--- config.mk ---
export PLATFORM = sky130hd
export DESIGN_NAME = cursor_controller_flat
export DESIGN_NICKNAME = d
export VERILOG_FILES = /design/src/rtl/cursor_controller_if.sv /design/src/rtl/cursor_controller.sv /design/src/flat_wrapper.sv
export SDC_FILE = /design/constraint.sdc
export NUM_CORES = 1
export LEC_CHECK = 0
export BUFFER_PORTS_ARGS = -buffer_cell sky130_fd_sc_hd__buf_2
export CORE_AREA = 2 2 105 107
export DETAILED_ROUTE_END_ITERATION = 16
export DIE_AREA = 0 0 107 109
export GPL_ROUTABILITY_DRIVEN = 0
export PLACE_DENSITY = 0.53
export SLEW_MARGIN = 20
export SYNTH_ARGS = -nofsm -noshare
export SYNTH_HDL_FRONTEND = slang
export SYNTH_SLANG_ARGS = --single-unit
export TNS_END_PERCENT = 30
--- constraint.sdc ---
create_clock -name clk_fpga -period 3.6 [get_ports clk_fpga]
set_input_delay 0.72 -clock clk_fpga [delete_from_list [all_inputs] [get_ports clk_fpga]]
set_output_delay 0.72 -clock clk_fpga [all_outputs]
set_load 0.01 [all_outputs]
--- src/rtl/cursor_controller_if.sv ---
// Button inputs, pixel position and cursor outputs of the cursor controller.
// master drives buttons/hc_visible; slave (the controller) drives the rest.
interface cursor_controller_if;
  logic        btn_left;
  logic        btn_right;
  logic        btn_sel;
  logic [10:0] hc_visible;
  logic [10:0] pos_a;
  logic [10:0] pos_b;
  logic        active_sel;
  logic [10:0] delta;
  logic        in_cursor_a;
  logic        in_cursor_b;
  logic        in_vertical_line;

  modport master (
    output btn_left, btn_right, btn_sel, hc_visible,
    input  pos_a, pos_b, active_sel, delta,
    input  in_cursor_a, in_cursor_b, in_vertical_line
  );

  modport slave (
    input  btn_left, btn_right, btn_sel, hc_visible,
    output pos_a, pos_b, active_sel, delta,
    output in_cursor_a, in_cursor_b, in_vertical_line
  );
endinterface

--- src/rtl/cursor_controller.sv ---
// Two-cursor position controller: step/auto-repeat on left/right, select
// toggle, edge and non-crossing limits. Ports: clk_fpga, rst (sync, low), bus.
module cursor_controller #(
  parameter logic [10:0] POS_A_DEFAULT = 11'd256,
  parameter logic [10:0] POS_B_DEFAULT = 11'd768,
  parameter logic [10:0] SPACE         = 11'd16,
  parameter logic [10:0] END_LEFT      = 11'd16,
  parameter logic [10:0] END_RIGHT     = 11'd1008,
  parameter int          HOLD_CYCLES   = 50_000_000,
  parameter int          REPEAT_CYCLES = 10_000_000
) (
  input logic clk_fpga,
  input logic rst,
  cursor_controller_if.slave bus
);

  localparam logic [1:0] S_IDLE   = 2'd0;
  localparam logic [1:0] S_HOLD   = 2'd1;
  localparam logic [1:0] S_REPEAT = 2'd2;

  localparam logic [25:0] HOLD_LAST = 26'(HOLD_CYCLES - 1);
  localparam logic [25:0] REP_LAST  = 26'(REPEAT_CYCLES - 1);

  localparam logic [11:0] SP12   = {1'b0, SPACE};
  localparam logic [11:0] A_MIN  = {1'b0, END_LEFT} + SP12;
  localparam logic [11:0] B_MAX  = {1'b0, END_RIGHT};

  logic [1:0]  state_q, state_d;
  logic [25:0] cnt_q, cnt_d;
  logic        dir_q, dir_d;
  logic        sel_q, sel_d;
  logic        act_q, act_d;
  logic [10:0] pos_a_q, pos_a_d;
  logic [10:0] pos_b_q, pos_b_d;

  logic        dir_valid;
  logic        dir_left;
  logic        step;
  logic        step_left;
  logic [11:0] a12, b12;
  logic        gap_ok;

  assign dir_valid = bus.btn_left ^ bus.btn_right;
  assign dir_left  = bus.btn_left;
  assign a12       = {1'b0, pos_a_q};
  assign b12       = {1'b0, pos_b_q};
  // Two steps of room keep one SPACE gap after either cursor moves inward.
  assign gap_ok    = (a12 + SP12 + SP12) <= b12;

  always_comb begin
    state_d   = state_q;
    cnt_d     = cnt_q;
    dir_d     = dir_q;
    step      = 1'b0;
    step_left = dir_q;
    unique case (state_q)
      S_IDLE: begin
        step_left = dir_left;
        if (dir_valid) begin
          step    = 1'b1;
          cnt_d   = '0;
          dir_d   = dir_left;
          state_d = S_HOLD;
        end
      end
      S_HOLD, S_REPEAT: begin
        if (!dir_valid || (dir_left != dir_q)) begin
          state_d = S_IDLE;
        end else if (cnt_q == ((state_q == S_HOLD) ? HOLD_LAST : REP_LAST)) begin
          step    = 1'b1;
          cnt_d   = '0;
          state_d = S_REPEAT;
        end else begin
          cnt_d = cnt_q + 26'd1;
        end
      end
      default: state_d = S_IDLE;
    endcase
  end

  always_comb begin
    pos_a_d = pos_a_q;
    pos_b_d = pos_b_q;
    sel_d   = bus.btn_sel;
    act_d   = act_q ^ (bus.btn_sel & ~sel_q);
    if (step) begin
      unique case ({act_q, step_left})
        2'b01: if (a12 >= A_MIN)         pos_a_d = pos_a_q - SPACE;
        2'b00: if (gap_ok)               pos_a_d = pos_a_q + SPACE;
        2'b11: if (gap_ok)               pos_b_d = pos_b_q - SPACE;
        2'b10: if (b12 + SP12 <= B_MAX)  pos_b_d = pos_b_q + SPACE;
        default: ;
      endcase
    end
  end

  always_ff @(posedge clk_fpga) begin
    if (!rst) begin
      state_q <= S_IDLE;
      cnt_q   <= '0;
      dir_q   <= 1'b0;
      sel_q   <= 1'b0;
      act_q   <= 1'b0;
      pos_a_q <= POS_A_DEFAULT;
      pos_b_q <= POS_B_DEFAULT;
    end else begin
      state_q <= state_d;
      cnt_q   <= cnt_d;
      dir_q   <= dir_d;
      sel_q   <= sel_d;
      act_q   <= act_d;
      pos_a_q <= pos_a_d;
      pos_b_q <= pos_b_d;
    end
  end

  assign bus.pos_a            = pos_a_q;
  assign bus.pos_b            = pos_b_q;
  assign bus.active_sel       = act_q;
  assign bus.delta            = pos_b_q - pos_a_q;
  assign bus.in_cursor_a      = bus.hc_visible == pos_a_q;
  assign bus.in_cursor_b      = bus.hc_visible == pos_b_q;
  assign bus.in_vertical_line = bus.in_cursor_a | bus.in_cursor_b;

endmodule

--- src/flat_wrapper.sv ---
// flat-port wrapper written by rule: the top's interface ports become plain ports
module cursor_controller_flat 
#(
  parameter logic [10:0] POS_A_DEFAULT = 11'd256,
  parameter logic [10:0] POS_B_DEFAULT = 11'd768,
  parameter logic [10:0] SPACE         = 11'd16,
  parameter logic [10:0] END_LEFT      = 11'd16,
  parameter logic [10:0] END_RIGHT     = 11'd1008,
  parameter int          HOLD_CYCLES   = 50_000_000,
  parameter int          REPEAT_CYCLES = 10_000_000
)
  (clk_fpga, rst, bus_btn_left, bus_btn_right, bus_btn_sel, bus_hc_visible, bus_pos_a, bus_pos_b, bus_active_sel, bus_delta, bus_in_cursor_a, bus_in_cursor_b, bus_in_vertical_line);
  cursor_controller_if bus_i ();
  input logic clk_fpga;
  input logic rst;
  input wire logic [$bits(bus_i.btn_left)-1:0] bus_btn_left;
  input wire logic [$bits(bus_i.btn_right)-1:0] bus_btn_right;
  input wire logic [$bits(bus_i.btn_sel)-1:0] bus_btn_sel;
  input wire logic [$bits(bus_i.hc_visible)-1:0] bus_hc_visible;
  output wire logic [$bits(bus_i.pos_a)-1:0] bus_pos_a;
  output wire logic [$bits(bus_i.pos_b)-1:0] bus_pos_b;
  output wire logic [$bits(bus_i.active_sel)-1:0] bus_active_sel;
  output wire logic [$bits(bus_i.delta)-1:0] bus_delta;
  output wire logic [$bits(bus_i.in_cursor_a)-1:0] bus_in_cursor_a;
  output wire logic [$bits(bus_i.in_cursor_b)-1:0] bus_in_cursor_b;
  output wire logic [$bits(bus_i.in_vertical_line)-1:0] bus_in_vertical_line;
  assign bus_i.btn_left = bus_btn_left;
  assign bus_i.btn_right = bus_btn_right;
  assign bus_i.btn_sel = bus_btn_sel;
  assign bus_i.hc_visible = bus_hc_visible;
  assign bus_pos_a = bus_i.pos_a;
  assign bus_pos_b = bus_i.pos_b;
  assign bus_active_sel = bus_i.active_sel;
  assign bus_delta = bus_i.delta;
  assign bus_in_cursor_a = bus_i.in_cursor_a;
  assign bus_in_cursor_b = bus_i.in_cursor_b;
  assign bus_in_vertical_line = bus_i.in_vertical_line;
  cursor_controller #(.POS_A_DEFAULT(POS_A_DEFAULT), .POS_B_DEFAULT(POS_B_DEFAULT), .SPACE(SPACE), .END_LEFT(END_LEFT), .END_RIGHT(END_RIGHT), .HOLD_CYCLES(HOLD_CYCLES), .REPEAT_CYCLES(REPEAT_CYCLES)) u_core (.clk_fpga(clk_fpga), .rst(rst), .bus(bus_i));
endmodule
==> results of run 1 <==
sequential cells by signal, indices dropped and copies added, names as in the netlist:
signal,cells
u_core.state_q,2
u_core.bus.pos_b,7
u_core.sel_q,1
u_core.bus.active_sel,1
u_core.cnt_q,26
u_core.bus.pos_a,7
u_core.dir_q,1
kinds of logic after synthesis:
family,synth area share
AO/OA/AOI/OAI,0.216
multiplexers,0.00588
AND/OR/NAND/NOR,0.242
other,0.00104
buffers and inverters,0.0678
adder cells (fa/ha/maj),0.117
flip-flops,0.249
XOR/XNOR,0.102
final timing paths:
path	from	to	slack [ns]	cells after the start
worst max-delay path	u_core.bus.pos_b[4]	bus_delta[10]	0.26	10
worst min-delay path	u_core.cnt_q[6]	u_core.cnt_q[6]	0.47	2
worst max register to register	u_core.state_q[1]	u_core.bus.pos_a[10]	0.39	11
worst min register to register	u_core.cnt_q[6]	u_core.cnt_q[6]	0.47	2
cell usage after synthesis (3+ instances only):
library cell / number / share of area
clkbuf_1: 10 / 0.010
o21ai_2: 3 / 0.0073
buf_4: 12 / 0.025
a21oi_1: 34 / 0.047
a211oi_1: 4 / 0.0083
nor2b_1: 10 / 0.017
dfxtp_1: 45 / 0.25
xor2_1: 9 / 0.022
and2_1: 6 / 0.010
nand4b_1: 4 / 0.0097
o21bai_1: 3 / 0.0062
xnor2_1: 33 / 0.080
ha_1: 29 / 0.10
nand3_1: 22 / 0.030
nor2_1: 32 / 0.033
or2_2: 3 / 0.0052
a41oi_1: 3 / 0.0073
nand4_1: 7 / 0.012
a311oi_1: 4 / 0.0097
and3_1: 10 / 0.017
a31oi_1: 4 / 0.0069
a21o_1: 4 / 0.0083
nor4_1: 3 / 0.0052
nand2b_1: 5 / 0.0087
nor3b_1: 3 / 0.0062
nand3b_1: 4 / 0.0083
inv_1: 25 / 0.026
o21ai_0: 21 / 0.029
buf_2: 4 / 0.0055
nand2_1: 30 / 0.031
nor3_1: 9 / 0.012
fa_1: 3 / 0.017
o221a_2: 4 / 0.012
layer usage:
metal	GRT usage	share of wire	up-vias
met4	0.0390	0.014	0
met5	0	0	-
met3	0.0215	0.034	10
met2	0.306	0.49	72
li1	-	-	1681
met1	0.218	0.47	1580
critical path: cells and delay by family (launching register included):
| kind | cells | cell delay, ns |
|---|---|---|
| AND/OR/NAND/NOR | 2 | 0.16 |
| AO/OA/AOI/OAI | 3 | 0.51 |
| flip-flops | 1 | 0.57 |
| buffers and inverters | 2 | 0.30 |
| adder cells (fa/ha/maj) | 2 | 0.66 |
| XOR/XNOR | 1 | 0.12 |
report_power, final:
group          switching (mW)  total [mW]  internal (mW)
Clock                   0.183       0.410          0.227
Combinational           0.391       0.694          0.304
Sequential             0.0465       0.569          0.522
Total                   0.621        1.67           1.05
metrics by stage:
step	area (um^2)	hold WS, ns
after global routing	4090	0.485
after CTS	4080	0.472
after detailed placement	3970	0.457
final	4090	0.474
after global placement	3970	0.448
after floorplan	3660	0.435
cell type report:
| cell class | instances | area (um^2) | area share |
|---|---|---|---|
| Timing Repair Buffer | 51 | 283 | 0.0692 |
| Clock buffer | 7 | 86.3 | 0.0211 |
| Tap cell | 140 | 175 | 0.0429 |
| Clock inverter | 1 | 30.0 | 0.00735 |
| Sequential cell | 45 | 901 | 0.220 |
| Multi-Input combinational cell | 361 | 2510 | 0.615 |
| Inverter | 26 | 97.6 | 0.0239 |
==> flow_summary.toml, run 1 <==
[sta]
worstMarginPinSlew_ns = 0.765
finalCritPeriodShare = 0.927
final-setup-viol-count = 0
hold_viol = 0
setup-tns-final_ns = 0
relSlewSlack = 0.485
finalCriticalPeriod_ns = 3.34
setup_slack_ns = 0.261
skew_ns = 0.00896
slew_violations = 0
rsz0062_at_grt = "false"
fmax_ghz = 0.300

[grt]
grtUsageTotal = 0.170
antenna_found_initial = 0
grt_pass1_wl_mm = 16.0
first_global_vias = 3119
grt_start_max_net_pins = 19
globalRoute.totalOverflow = 0

[drt]
wl_per_cell_um = 15.4
ant_nets = 0
drt_wl_total_mm = 9.69
viasPerCell = 5.30
drt-pass1-iter-count = 6
remaining_drc_errors = 0
dr.first_iter.drc_count = 118
vias = 3343

[outcome]
status = "completed"

[synthesis]
ys_seq_area_frac = 0.249
ys_types = 67
syn_inst = 447
yosys_warnings = 0
syn-cell-area_mm2 = 0.00361
yosys_register_bits = 45
synth_area_per_cell_um2 = 8.09
synth_flop_cell = "dfxtp_1"
synth_edf_count = 0
synthArstFlopShare = 0

[cts]
cts_hold_buffers = 0
root_buffer = "clkbuf_8"
cts_tree = "yes"
postCtsSetupBuffers = 0
clock-sinks = 45
path_clk_slew_ns = 0.09
cts_buffer_depth = 2
cts_max_level = 2
cts_buffers = 5
cts.repair.resized = 0
clk_latency_ns = 0.30

[critical_path]
critPathArrivalTime_ns = 2.62
critPathKind = "register to primary output"
slowest_delay_ns = 0.57
slowest_stage = "dfxtp_1"
crit_path_start_kind = "register"
crit_path_max_fanout = 7
critPathCaptureType = "primary output"
crit_path_cell_trace = "inv_1 -> ha_1 -> fa_1 -> nor2b_1 -> o21ai_0 -> a21boi_0 -> o21a_1 -> nor2_1 -> xnor2_1 -> buf_2"
cp.required_ns = 2.88

[pwr]
power_mw = 1.67
p_leak_nw = 1.61
vdd_drop_max_mv = 0.221
p_per_area_mw_per_mm2 = 410

[finish]
final_common_cell = "dfxtp_1"
final_cells = 631
n_antenna_cell = 0
nets = 538
final_util = 0.385
num-fill-cells = 1108
drive_gt1_frac = 0.167
layout_common_cells = "45 x dfxtp_1, 40 x buf_2, 34 x a21oi_1"
area_growth_pct = 13.0

[die]
die_y_um = 109
design.core.area_mm2 = 0.0106
rows = 38
die-width_um = 107
num_io_pins = 53
start_util = 0.341
die_area_mm2 = 0.0117

[worst_hold_path]
hold_path.class = "register to register"

[placement]
dpl_worst_slack_ns = 0.131
dp_cells = 623
hpwl_mm = 7.23
portBuffers = 40

[job]
maxCapViolCount = 0
Power figures use the tool's default switching activity.
==> run 2: changes to the inputs <==
RECOVER_POWER = 50   (was unset)
==> run 2 against run 1 <==
Effect of this change: routed wire length is 0.33% lower; maximum frequency is 0.13% higher; count of clock-buffer cells in the layout stayed put; sequential share of layout area is 0.30 points higher; setup slack better by 0.0045 ns; non-clock buffer count stayed put; largest power group unchanged.
==> flow_summary.toml, run 2 (synthesis results as in run 1) <==
[outcome]
status = "completed"

[placement]
portBuffers = 40
hpwl_mm = 7.23
dp_cells = 623
dpl_worst_slack_ns = 0.131

[cts]
cts_tree = "yes"
cts_max_level = 2
cts_buffer_depth = 2
root_buffer = "clkbuf_8"
postCtsSetupBuffers = 0
path_clk_slew_ns = 0.09
cts_buffers = 5
clock-sinks = 45
clk_latency_ns = 0.30

[grt]
grtUsageTotal = 0.170
antenna_found_initial = 0
globalRoute.totalOverflow = 0
grt_pass1_wl_mm = 16.0
grt_start_max_net_pins = 19
first_global_vias = 3119

[critical_path]
crit_path_max_fanout = 7
rr_endpoint = "u_core.bus.pos_a[10]"
cp.required_ns = 2.88
reg2reg_slack_ns = 0.39
reg2reg_from = "u_core.state_q[1]"
r2r_cells = 11
critPathArrivalTime_ns = 2.61
crit_path_start_kind = "register"
critPathCaptureType = "primary output"
critPathKind = "register to primary output"

[worst_hold_path]
hold_path.class = "register to register"
hold-path-endpoint = "u_core.cnt_q[6]"
hold_start = "u_core.cnt_q[6]"
hold-path-cell-count = 2

[sta]
relSlewSlack = 0.414
rsz0062_at_grt = "false"
finalCriticalPeriod_ns = 3.33
fmax_ghz = 0.300
setup_slack_ns = 0.266
slew_violations = 0
finalCritPeriodShare = 0.926
setup-tns-final_ns = 0
hold_viol = 0
skew_ns = 0.00891
final-setup-viol-count = 0
worstMarginPinSlew_ns = 0.879

[pwr]
vdd_drop_max_mv = 0.222
p_per_area_mw_per_mm2 = 411
power_mw = 1.66
p_leak_nw = 1.52

[finish]
num-fill-cells = 1114
area_growth_pct = 11.5
largest-register = "u_core.cnt_q"
nets = 538
layout_common_cells = "45 x dfxtp_1, 34 x a21oi_1, 33 x xnor2_1"
largest_reg_flops = 26
n_antenna_cell = 0
drive_gt1_frac = 0.118
final_cells = 631
final_common_cell = "dfxtp_1"

[drt]
viasPerCell = 5.29
drt-pass1-iter-count = 4
dr.first_iter.drc_count = 126
vias = 3338
remaining_drc_errors = 0
wl_per_cell_um = 15.3
ant_nets = 0
drt_wl_total_mm = 9.66

[die]
design.core.area_mm2 = 0.0106
rows = 38
num_io_pins = 53
die_y_um = 109
start_util = 0.341
die_area_mm2 = 0.0117
die-width_um = 107

[job]
maxCapViolCount = 0
[run 2: changes by cell type in the layout (fill, tap and decap cells not counted)]
cell / previous run / this run
a211oi_1: 4 / 5
and2_0: 0 / 1
and2_1: 6 / 5
buf_4: 11 / 2
or2_2: 3 / 2
buf_2: 40 / 27
clkbuf_1: 1 / 23
a211oi_2: 1 / 0
or2_0: 0 / 1
[run 2: how the worst max path moves through the flow]
stage	start	cells after the start	end
6_report	u_core.bus.pos_b[4]	10	bus_delta[10]
5_1_grt	u_core.bus.pos_a[5]	10	u_core.bus.pos_a[6]
4_1_cts	u_core.bus.pos_b[4]	10	bus_delta[10]
3_5_place_dp	bus_btn_left	10	u_core.bus.pos_a[10]
3_3_place_gp	bus_btn_left	10	u_core.bus.pos_a[10]
2_1_floorplan	u_core.state_q[0]	12	u_core.bus.pos_a[10]
[run 2: timing repair]
action | in CTS | in global routing
setup endpoints to repair | 0 | 1
resized for setup | 0 | 1
hold buffers | 0 | 0
[run 2: area by class of cell]
type / instances / area [um^2] / share of cell area
clock buffers: 7 / 86.3 / 0.0214
clock inverters: 1 / 30.0 / 0.00745
inverters: 26 / 97.6 / 0.0242
multi-input cells: 361 / 2510 / 0.622
flip-flops and latches: 45 / 901 / 0.223
well taps: 140 / 175 / 0.0435
repair buffers: 51 / 233 / 0.0577
[run 2: report_power, final]
part | switching, mW | internal [mW] | total [mW]
clock | 0.183 | 0.227 | 0.410
combinational | 0.390 | 0.287 | 0.677
sequential | 0.0460 | 0.522 | 0.568
total | 0.619 | 1.04 | 1.66
[run 2: critical path, cell delays in order (launching register included)]
cell      delay [ns]
dfxtp_1         0.57
inv_1           0.15
ha_1            0.25
fa_1            0.41
nor2b_1         0.12
o21ai_0         0.10
a21boi_0        0.27
o21a_1          0.14
nor2_1          0.04
xnor2_1         0.12
buf_2           0.14
[run 2: routing by layer]
layer	GRT usage	vias to the layer above	routed length, um
li1	-	1679	-
met4	0.0390	0	82
met3	0.0215	8	334
met1	0.218	1579	4520
met5	0	-	0
met2	0.306	72	4720
[run 2: stage by stage]
step,area (um^2),utilization,hold WS [ns]
finish,4030,0.380,0.474
global route,4030,0.380,0.485
CTS,4080,0.385,0.472
detailed placement,3970,0.374,0.457
global placement,3970,0.374,0.448
floorplan,3660,-,0.435
